$ cat config.mk
export PLATFORM = sky130hd
export DESIGN_NAME = eth_rx_word_packer_flat
export DESIGN_NICKNAME = d
export VERILOG_FILES = /design/src/rtl/eth_rx_word_packer_if.sv /design/src/rtl/eth_rx_word_packer.sv /design/src/flat_wrapper.sv
export SDC_FILE = /design/constraint.sdc
export NUM_CORES = 1
export LEC_CHECK = 0
export ABC_AREA = 0
export CAP_MARGIN = 20
export CORE_ASPECT_RATIO = 1.25
export CORE_MARGIN = 1.5
export CORE_UTILIZATION = 57
export DETAILED_ROUTE_END_ITERATION = 8
export PLACE_DENSITY = 0.89
export RECOVER_POWER = 100
export SLEW_MARGIN = 5
export SYNTH_ARGS = -nofsm -noshare
export SYNTH_HDL_FRONTEND = slang
export SYNTH_SLANG_ARGS = --single-unit
export TNS_END_PERCENT = 5
$ cat constraint.sdc
create_clock -name aclk -period 2.51 [get_ports aclk]
set_input_delay 0.3765 -clock aclk [delete_from_list [all_inputs] [get_ports aclk]]
set_output_delay 0.3765 -clock aclk [all_outputs]
set_load 0.05 [all_outputs]
$ cat src/rtl/eth_rx_word_packer_if.sv
// Byte-in / word-out stream bundle between the RX MAC and the RX CDC FIFO.
// slave = packer side, master = MAC byte source plus FIFO word sink.
interface eth_rx_word_packer_if;
  logic [7:0]  s_axis_tdata;
  logic        s_axis_tvalid;
  logic        s_axis_tlast;
  logic        s_axis_tuser;
  logic        s_axis_tready;
  logic [31:0] m_axis_tdata;
  logic        m_axis_tvalid;
  logic        m_axis_tready;

  modport slave (
    input  s_axis_tdata, s_axis_tvalid, s_axis_tlast, s_axis_tuser, m_axis_tready,
    output s_axis_tready, m_axis_tdata, m_axis_tvalid
  );

  modport master (
    output s_axis_tdata, s_axis_tvalid, s_axis_tlast, s_axis_tuser, m_axis_tready,
    input  s_axis_tready, m_axis_tdata, m_axis_tvalid
  );
endinterface

$ cat src/rtl/eth_rx_word_packer.sv
// Packs RX MAC bytes little-endian into 32-bit words, pads the last word of a
// frame and appends a trailer {magic, err, 7'b0, byte_count} for the CDC FIFO.
module eth_rx_word_packer #(
  parameter logic [7:0] TRAILER_MAGIC = 8'hFE,
  parameter logic [7:0] PAD_BYTE      = 8'h00
) (
  input  logic                 aclk,
  input  logic                 areset,
  eth_rx_word_packer_if.slave  axis
);

  typedef enum logic [1:0] {
    PACK    = 2'd0,
    FLUSH   = 2'd1,
    TRAILER = 2'd2
  } state_t;

  state_t      r_state,    w_state_nxt;
  logic [31:0] r_acc,      w_acc_nxt;
  logic [1:0]  r_byte_idx, w_byte_idx_nxt;
  logic [15:0] r_byte_cnt, w_byte_cnt_nxt;
  logic        r_err_flag, w_err_flag_nxt;
  logic [31:0] r_tdata,    w_tdata_nxt;
  logic        r_tvalid,   w_tvalid_nxt;

  logic        w_out_free;
  logic        w_s_tready;
  logic        w_accept;
  logic [31:0] w_merged;
  logic [15:0] w_cnt_inc;

  // Lanes strictly above idx are replaced with the pad byte.
  function automatic logic [31:0] pad_word(input logic [31:0] word, input logic [1:0] idx);
    logic [31:0] res;
    res = word;
    for (int unsigned l = 0; l < 4; l++) begin
      if (l > {30'd0, idx}) res[8*l +: 8] = PAD_BYTE;
    end
    return res;
  endfunction

  assign w_out_free = !r_tvalid || axis.m_axis_tready;
  assign w_s_tready = !areset && (r_state == PACK) && ((r_byte_idx != 2'd3) || w_out_free);
  assign w_accept   = axis.s_axis_tvalid && w_s_tready;
  assign w_cnt_inc  = (r_byte_cnt == 16'hFFFF) ? r_byte_cnt : r_byte_cnt + 16'd1;

  always_comb begin
    w_merged = r_acc;
    w_merged[8*r_byte_idx +: 8] = axis.s_axis_tdata;
  end

  always_comb begin
    w_state_nxt    = r_state;
    w_acc_nxt      = r_acc;
    w_byte_idx_nxt = r_byte_idx;
    w_byte_cnt_nxt = r_byte_cnt;
    w_err_flag_nxt = r_err_flag;
    w_tdata_nxt    = r_tdata;
    w_tvalid_nxt   = r_tvalid;

    if (r_tvalid && axis.m_axis_tready) w_tvalid_nxt = 1'b0;

    unique case (r_state)
      PACK: begin
        if (w_accept) begin
          w_acc_nxt      = w_merged;
          w_byte_cnt_nxt = w_cnt_inc;
          w_err_flag_nxt = r_err_flag | axis.s_axis_tuser;
          if (axis.s_axis_tlast) begin
            if (w_out_free) begin
              w_tdata_nxt  = pad_word(w_merged, r_byte_idx);
              w_tvalid_nxt = 1'b1;
              w_state_nxt  = TRAILER;
            end else begin
              // Byte index is kept so FLUSH pads above the frame's last lane.
              w_state_nxt  = FLUSH;
            end
          end else if (r_byte_idx == 2'd3) begin
            w_tdata_nxt    = w_merged;
            w_tvalid_nxt   = 1'b1;
            w_byte_idx_nxt = 2'd0;
          end else begin
            w_byte_idx_nxt = r_byte_idx + 2'd1;
          end
        end
      end
      FLUSH: begin
        if (w_out_free) begin
          w_tdata_nxt  = pad_word(r_acc, r_byte_idx);
          w_tvalid_nxt = 1'b1;
          w_state_nxt  = TRAILER;
        end
      end
      TRAILER: begin
        if (w_out_free) begin
          w_tdata_nxt    = {TRAILER_MAGIC, r_err_flag, 7'b0, r_byte_cnt};
          w_tvalid_nxt   = 1'b1;
          w_acc_nxt      = '0;
          w_byte_idx_nxt = '0;
          w_byte_cnt_nxt = '0;
          w_err_flag_nxt = 1'b0;
          w_state_nxt    = PACK;
        end
      end
      default: w_state_nxt = PACK;
    endcase
  end

  always_ff @(posedge aclk) begin
    if (areset) begin
      r_state    <= PACK;
      r_acc      <= '0;
      r_byte_idx <= '0;
      r_byte_cnt <= '0;
      r_err_flag <= 1'b0;
      r_tdata    <= '0;
      r_tvalid   <= 1'b0;
    end else begin
      r_state    <= w_state_nxt;
      r_acc      <= w_acc_nxt;
      r_byte_idx <= w_byte_idx_nxt;
      r_byte_cnt <= w_byte_cnt_nxt;
      r_err_flag <= w_err_flag_nxt;
      r_tdata    <= w_tdata_nxt;
      r_tvalid   <= w_tvalid_nxt;
    end
  end

  assign axis.s_axis_tready = w_s_tready;
  assign axis.m_axis_tdata  = r_tdata;
  assign axis.m_axis_tvalid = r_tvalid;

endmodule

$ cat src/flat_wrapper.sv
// flat-port wrapper written by rule: the top's interface ports become plain ports
module eth_rx_word_packer_flat 
#(
  parameter logic [7:0] TRAILER_MAGIC = 8'hFE,
  parameter logic [7:0] PAD_BYTE      = 8'h00
)
  (aclk, areset, axis_s_axis_tdata, axis_s_axis_tvalid, axis_s_axis_tlast, axis_s_axis_tuser, axis_m_axis_tready, axis_s_axis_tready, axis_m_axis_tdata, axis_m_axis_tvalid);
  eth_rx_word_packer_if axis_i ();
  input  logic aclk;
  input  logic areset;
  input wire logic [$bits(axis_i.s_axis_tdata)-1:0] axis_s_axis_tdata;
  input wire logic [$bits(axis_i.s_axis_tvalid)-1:0] axis_s_axis_tvalid;
  input wire logic [$bits(axis_i.s_axis_tlast)-1:0] axis_s_axis_tlast;
  input wire logic [$bits(axis_i.s_axis_tuser)-1:0] axis_s_axis_tuser;
  input wire logic [$bits(axis_i.m_axis_tready)-1:0] axis_m_axis_tready;
  output wire logic [$bits(axis_i.s_axis_tready)-1:0] axis_s_axis_tready;
  output wire logic [$bits(axis_i.m_axis_tdata)-1:0] axis_m_axis_tdata;
  output wire logic [$bits(axis_i.m_axis_tvalid)-1:0] axis_m_axis_tvalid;
  assign axis_i.s_axis_tdata = axis_s_axis_tdata;
  assign axis_i.s_axis_tvalid = axis_s_axis_tvalid;
  assign axis_i.s_axis_tlast = axis_s_axis_tlast;
  assign axis_i.s_axis_tuser = axis_s_axis_tuser;
  assign axis_i.m_axis_tready = axis_m_axis_tready;
  assign axis_s_axis_tready = axis_i.s_axis_tready;
  assign axis_m_axis_tdata = axis_i.m_axis_tdata;
  assign axis_m_axis_tvalid = axis_i.m_axis_tvalid;
  eth_rx_word_packer #(.TRAILER_MAGIC(TRAILER_MAGIC), .PAD_BYTE(PAD_BYTE)) u_core (.aclk(aclk), .areset(areset), .axis(axis_i));
endmodule
* Word-level counts from Yosys, hierarchy flattened *
Index checks and enable logic that the tools add are counted.

cells by class
  add/subtract/negate cells = 3
  order comparisons = 3
  equal/unequal tests = 13
  shifts and indexed selects = 2
  multiplexer cells = 40
  bitwise operators = 1
  reductions and logical operators = 17

operator list
  kind                                                   number
  2-to-1 mux 32 bit                                      8
  case mux 32 bit (3 select lines)                       1
  case mux 32 bit (2 select lines)                       1
  2-to-1 mux 16 bit                                      3
  2-to-1 mux 8 bit                                       6
  negation 5 -> 34 bit                                   1
  variable shift 8 x 34 -> 32 bit, first input constant  1
  variable part select 8 x 34 -> 32 bit                  1
  bitwise mux 32 bit                                     1
  case mux 16 bit (2 select lines)                       1
  adder 16 x 1 -> 16 bit, second input constant          1
  == test 16 bit, second input constant                  1
  2-to-1 mux 2 bit                                       8
  AND reduction 4 bit                                    3
  != test 2 bit, second input constant                   4
  2-to-1 mux 1 bit                                       7
  != test 2 x 1 -> 1 bit, second input constant          3
  case mux 2 bit (3 select lines)                        1
  AND reduction 6 bit                                    1
  == test 2 bit, second input constant                   2
  > comparator 2 bit, first input constant               2
  logical AND 1 bit                                      4
  case mux 1 bit (2 select lines)                        2
  case mux 2 bit (2 select lines)                        1
  13 further kinds                                       15

word-level totals
  bits in registers = 86
  bits of input ports = 14
  output and inout port bits = 34
  word-level logic and storage cells = 86

* Depth between registers and ports, before layout *
  word-level depth = 8
  mapped depth = 10

* Worst setup path after synthesis *
OpenSTA, ideal clock, no wires.

  path kind = register to register
  start = reg u_core.r_tvalid, in the netlist u_core.axis.m_axis_tvalid
  end = reg u_core.r_tvalid, in the netlist u_core.axis.m_axis_tvalid
  setup time = 0.065 ns
  arrival = 2.427 ns
  path slack = 0.018 ns
  cell stages (with the launch flop) = 6
  buffers on the path = 0
  period minus slack after synthesis = 2.492 ns
  path through = dfxtp_1 -> nor2b_1 -> a211oi_1 -> a21oi_1 -> o22a_1 -> nor2_1

between the ends
  cells in the longest elaborated chain, start to end = 7
  elaborated cells between the ends (all ways) = 12
  classes of those cells = mux (6); reduce/logical (6)

ends and longest elaborated chain
  what                             line                       text
  start: declaration               eth_rx_word_packer.sv:24   logic r_tvalid, w_tvalid_nxt;
  start signal: assignment         eth_rx_word_packer.sv:125  r_tvalid <= w_tvalid_nxt;
  logical NOT 1 bit                eth_rx_word_packer.sv:42   assign w_out_free = !r_tvalid || axis.m_axis_tready;
  logical OR 1 bit                 eth_rx_word_packer.sv:42
  logical OR 1 bit                 eth_rx_word_packer.sv:43   assign w_s_tready = !areset && (r_state == PACK) && ((r_byte_idx != 2'd3) || w_out_free);
  logical AND 1 bit                eth_rx_word_packer.sv:43
  named net axis_s_axis_tready     flat_wrapper.sv:16         output wire logic [$bits(axis_i.s_axis_tready)-1:0] axis_s_axis_tready;
  logical AND 1 bit                eth_rx_word_packer.sv:44   assign w_accept = axis.s_axis_tvalid && w_s_tready;
  2-to-1 mux 1 bit                 eth_rx_word_packer.sv:65   if (w_accept) begin
  case mux 1 bit (2 select lines)  eth_rx_word_packer.sv:63   unique case (r_state)

The timed path passes the listed nets, and every way through them passes these cells.
A chain may end at the register's enable or synchronous reset.

* Final worst setup path *
  start = reg u_core.r_state[1]
  end = reg u_core.r_byte_cnt[5]

between the ends
  cells in the longest elaborated chain, start to end = 6
  elaborated cells between the ends (all ways) = 11
  classes of those cells = eq/ne (4); mux (1); reduce/logical (6)

ends and longest elaborated chain
  what                                     line                                                text
  start: declaration                       eth_rx_word_packer.sv:18                            state_t r_state, w_state_nxt;
  start signal: assignment                 eth_rx_word_packer.sv:119                           r_state <= w_state_nxt;
  logical NOT 2 bit                        eth_rx_word_packer.sv:43, eth_rx_word_packer.sv:63
  logical AND 1 bit (2 in series)          eth_rx_word_packer.sv:43
  logical AND 1 bit                        eth_rx_word_packer.sv:44
  != test 2 x 1 -> 1 bit (no source line)  n/a
  AND reduction 4 bit (no source line)     n/a
  end signal: assignment                   eth_rx_word_packer.sv:122                           r_byte_cnt <= w_byte_cnt_nxt;
  end: declaration                         eth_rx_word_packer.sv:21                            logic [15:0] r_byte_cnt, w_byte_cnt_nxt;

Several ways; a longest one is shown, not always the timed one.

==> impl_metrics.ini <==
[critical_path]
r2r_start = u_core.r_state[1]
cp_data_required_time_ns = 2.83
critPathKind = reg2reg
crit_arrival_ns = 2.64
endpoint_kind = flip-flop
critical_path.max_fanout = 19
r2r_cells = 8
rr_endpoint = u_core.r_byte_cnt[5]
start_kind = flip-flop
rrSetupSlack_ns = 0.19

[route]
first_pass_iters = 5
antenna_left = 0
totalWireLength_um = 12700
viasPerCell = 6.50
wl_per_cell_um = 17.7
drt_iter0_drc = 478
vias = 4658
drcViolationCount = 0

[timing]
maxSlewHeadroom_pct = 60.1
finalCritPeriodShare_pct = 92.5
tns_ns = 0
finalWorstSetupSlack_ns = 0.189
setup_viol = 0
tightest_slew_ns = 0.599
final.setup_skew_ns = 0.0160
final_max_slew_viol_count = 0
fmaxAchievable_mhz = 431
fin_crit_ns = 2.32
finalHoldViolCount = 0
rsz0062_at_grt = no

[yosys]
synth_top_family_by_area = simple AND/OR/NAND/NOR gates
synth.area.top_cells = dfxtp_1, a21oi_1, nor2_1, nor3_1, nor2b_1
yosysMostFrequentCell = nor2_1
synth_common_cells = nor2_1, dfxtp_1, a21oi_1
synth_nets = 602
netlist.area_leader.share_pct = 37.9
synth_compound_area_share_pct = 26.0
synthAdderAreaFrac_pct = 3.03
yosys.area_share.simple_pct = 27.0
synth_cell_types = 61
avgSynthCellArea_um2 = 7.88
synth_xor_area_share_pct = 0.193
synth_seq_cells = 86
synthCells = 577
synth_top_cell_by_area = dfxtp_1
yosys_warnings = 0
syn_area_um2 = 4550
yosys_most_used_dff = dfxtp_1
synth.mux.area_fraction_pct = 0.220
synth-edff-count = 0
synth-seq-area-share_pct = 37.9
async_flop_share_pct = 0

[placement]
hpwl_um = 8590
port_buffers = 47
post-place-ws_ns = 0.126
place_congestion = 0.919
placed_area_um2 = 5170

[pwr]
p_leak_nw = 2.00
power_density_nw_per_um2 = 642
vdd_drop_max_mv = 0.475

[final_layout]
fin_area_um2 = 5330
nets = 643
syn_to_final_growth_pct = 17.2
fillers = 615
layout.area.seq_um2 = 1720
antenna_cells = 0
multiInputGateArea_um2 = 2550
drive_above_1_share_pct = 9.81

[cts]
clk_latency_ns = 0.38
cts_buffer_depth = 2
path_clk_slew_ns = 0.08
post_cts_buffers = 0
htree_levels = 3
ctsResizeCount = 0
ctsHoldBuffers = 0
root_buffer = clkbuf_8
cts_tree = done
numCtsBuffers = 9
clkSinkCount = 86

[min_path]
hold_start = areset
hold_class = in2reg
min_to = u_core.r_err_flag
hold_depth = 3

[outcome]
status = finished, final reports clean

[floorplanning]
core_area_um2 = 7750
num_rows = 36
die_h_um = 103
die_area_um2 = 8520
die_x_um = 82.9
start_util_pct = 58.7
pin_count = 48

[global_route]
grtUsageTotal_pct = 30.0
grt_pass1_wl_um = 20500
antenna_found_initial = 0
grt.overflow.total = 0
grt_pass1_vias = 4279
grt_start_max_net_pins = 55

[run]
drv_cap = 0
## worst max-delay path: stages, from the launching register on
cell,delay [ns]
dfxtp_1,0.34
inv_1,0.10
ha_1,0.24
clkbuf_1,0.31
o211a_1,0.24
nor2_1,0.07
clkbuf_2,0.26
or4_1,0.55
a21oi_2,0.14
## cell usage in the layout (no fill, tap or decap), drive strengths merged, types with 7 or more instances in the layout
cell type / netlist / routed
nor2: 88 / 88
dfxtp: 86 / 86
a21oi: 76 / 76
nor3: 49 / 49
dlygate4sd3: 0 / 33
o21ai: 32 / 32
buf: 8 / 28
nor2b: 27 / 27
nand2: 24 / 24
a221oi: 16 / 16
a22oi: 15 / 15
clkbuf: 38 / 13
clkdlybuf4s50: 0 / 12
ha: 11 / 11
inv: 9 / 10
or4: 10 / 10
and3: 9 / 9
o31ai: 8 / 8
nand4: 7 / 7
a211o: 7 / 7
a211oi: 7 / 7
## where the power goes
| part | internal (mW) | switching, mW |
|---|---|---|
| clock | 0.458 | 0.523 |
| combinational | 0.299 | 0.648 |
| sequential | 1.44 | 0.0480 |
| total | 2.20 | 1.22 |
## stage by stage
step / hold WS, ns / utilization [%] / std cells / power, mW
floorplan: 0.459 / - / 577 / 2.18
detailed placement: 0.451 / 66.7 / 702 / 2.49
global route: 0.487 / 68.8 / 717 / 3.55
global placement: 0.448 / 66.7 / 702 / 2.46
finish: 0.455 / 68.8 / 717 / 3.42
CTS: 0.447 / 69.1 / 717 / 3.45
## cells by family (layout without fill, tap and decap cells)
family                   after synthesis  count (layout)
buffers and inverters                 56             101
AO/OA/AOI/OAI                        182             182
AND/OR/NAND/NOR                      240             240
multiplexers                           1               1
XOR/XNOR                               1               1
flip-flops                            86              86
adder cells (fa/ha/maj)               11              11
## routing by layer
metal | vias to the layer above | GRT usage (%) | share of wire, %
met3 | 65 | 4.32 | 6.6
met4 | 0 | 19.7 | 5.5
li1 | 2172 | - | -
met2 | 246 | 51.5 | 49
met1 | 2175 | 35.4 | 39
met5 | - | 0 | 0
## area by class of cell
type,count,share of cell area [%]
Timing Repair Buffer,76,13.3
Multi-Input combinational cell,435,47.9
Inverter,10,0.705
Tap cell,95,2.23
Clock buffer,10,2.40
Sequential cell,86,32.3
Clock inverter,5,1.13
## state kept, by name, indices dropped and copies added, names as in the netlist
signal / flops
u_core.axis.m_axis_tdata: 32
u_core.r_acc: 32
u_core.r_byte_cnt: 16
u_core.r_byte_idx: 2
u_core.r_state: 2
u_core.axis.m_axis_tvalid: 1
u_core.r_err_flag: 1
## worst max path at each step
stage	to	cells past startpoint	from	slack (ns)
after floorplan	u_core.axis.m_axis_tvalid	5	u_core.axis.m_axis_tvalid	0.02
after global placement	u_core.r_byte_cnt[14]	6	axis_s_axis_tvalid	0.13
after detailed placement	u_core.r_byte_cnt[14]	6	axis_s_axis_tvalid	0.13
after CTS	u_core.r_byte_cnt[8]	6	u_core.r_byte_cnt[6]	0.25
after global routing	u_core.r_byte_cnt[3]	8	u_core.r_state[0]	0.05
final	u_core.r_byte_cnt[5]	8	u_core.r_state[1]	0.19
No activity file was read; power rests on OpenSTA's default activity.
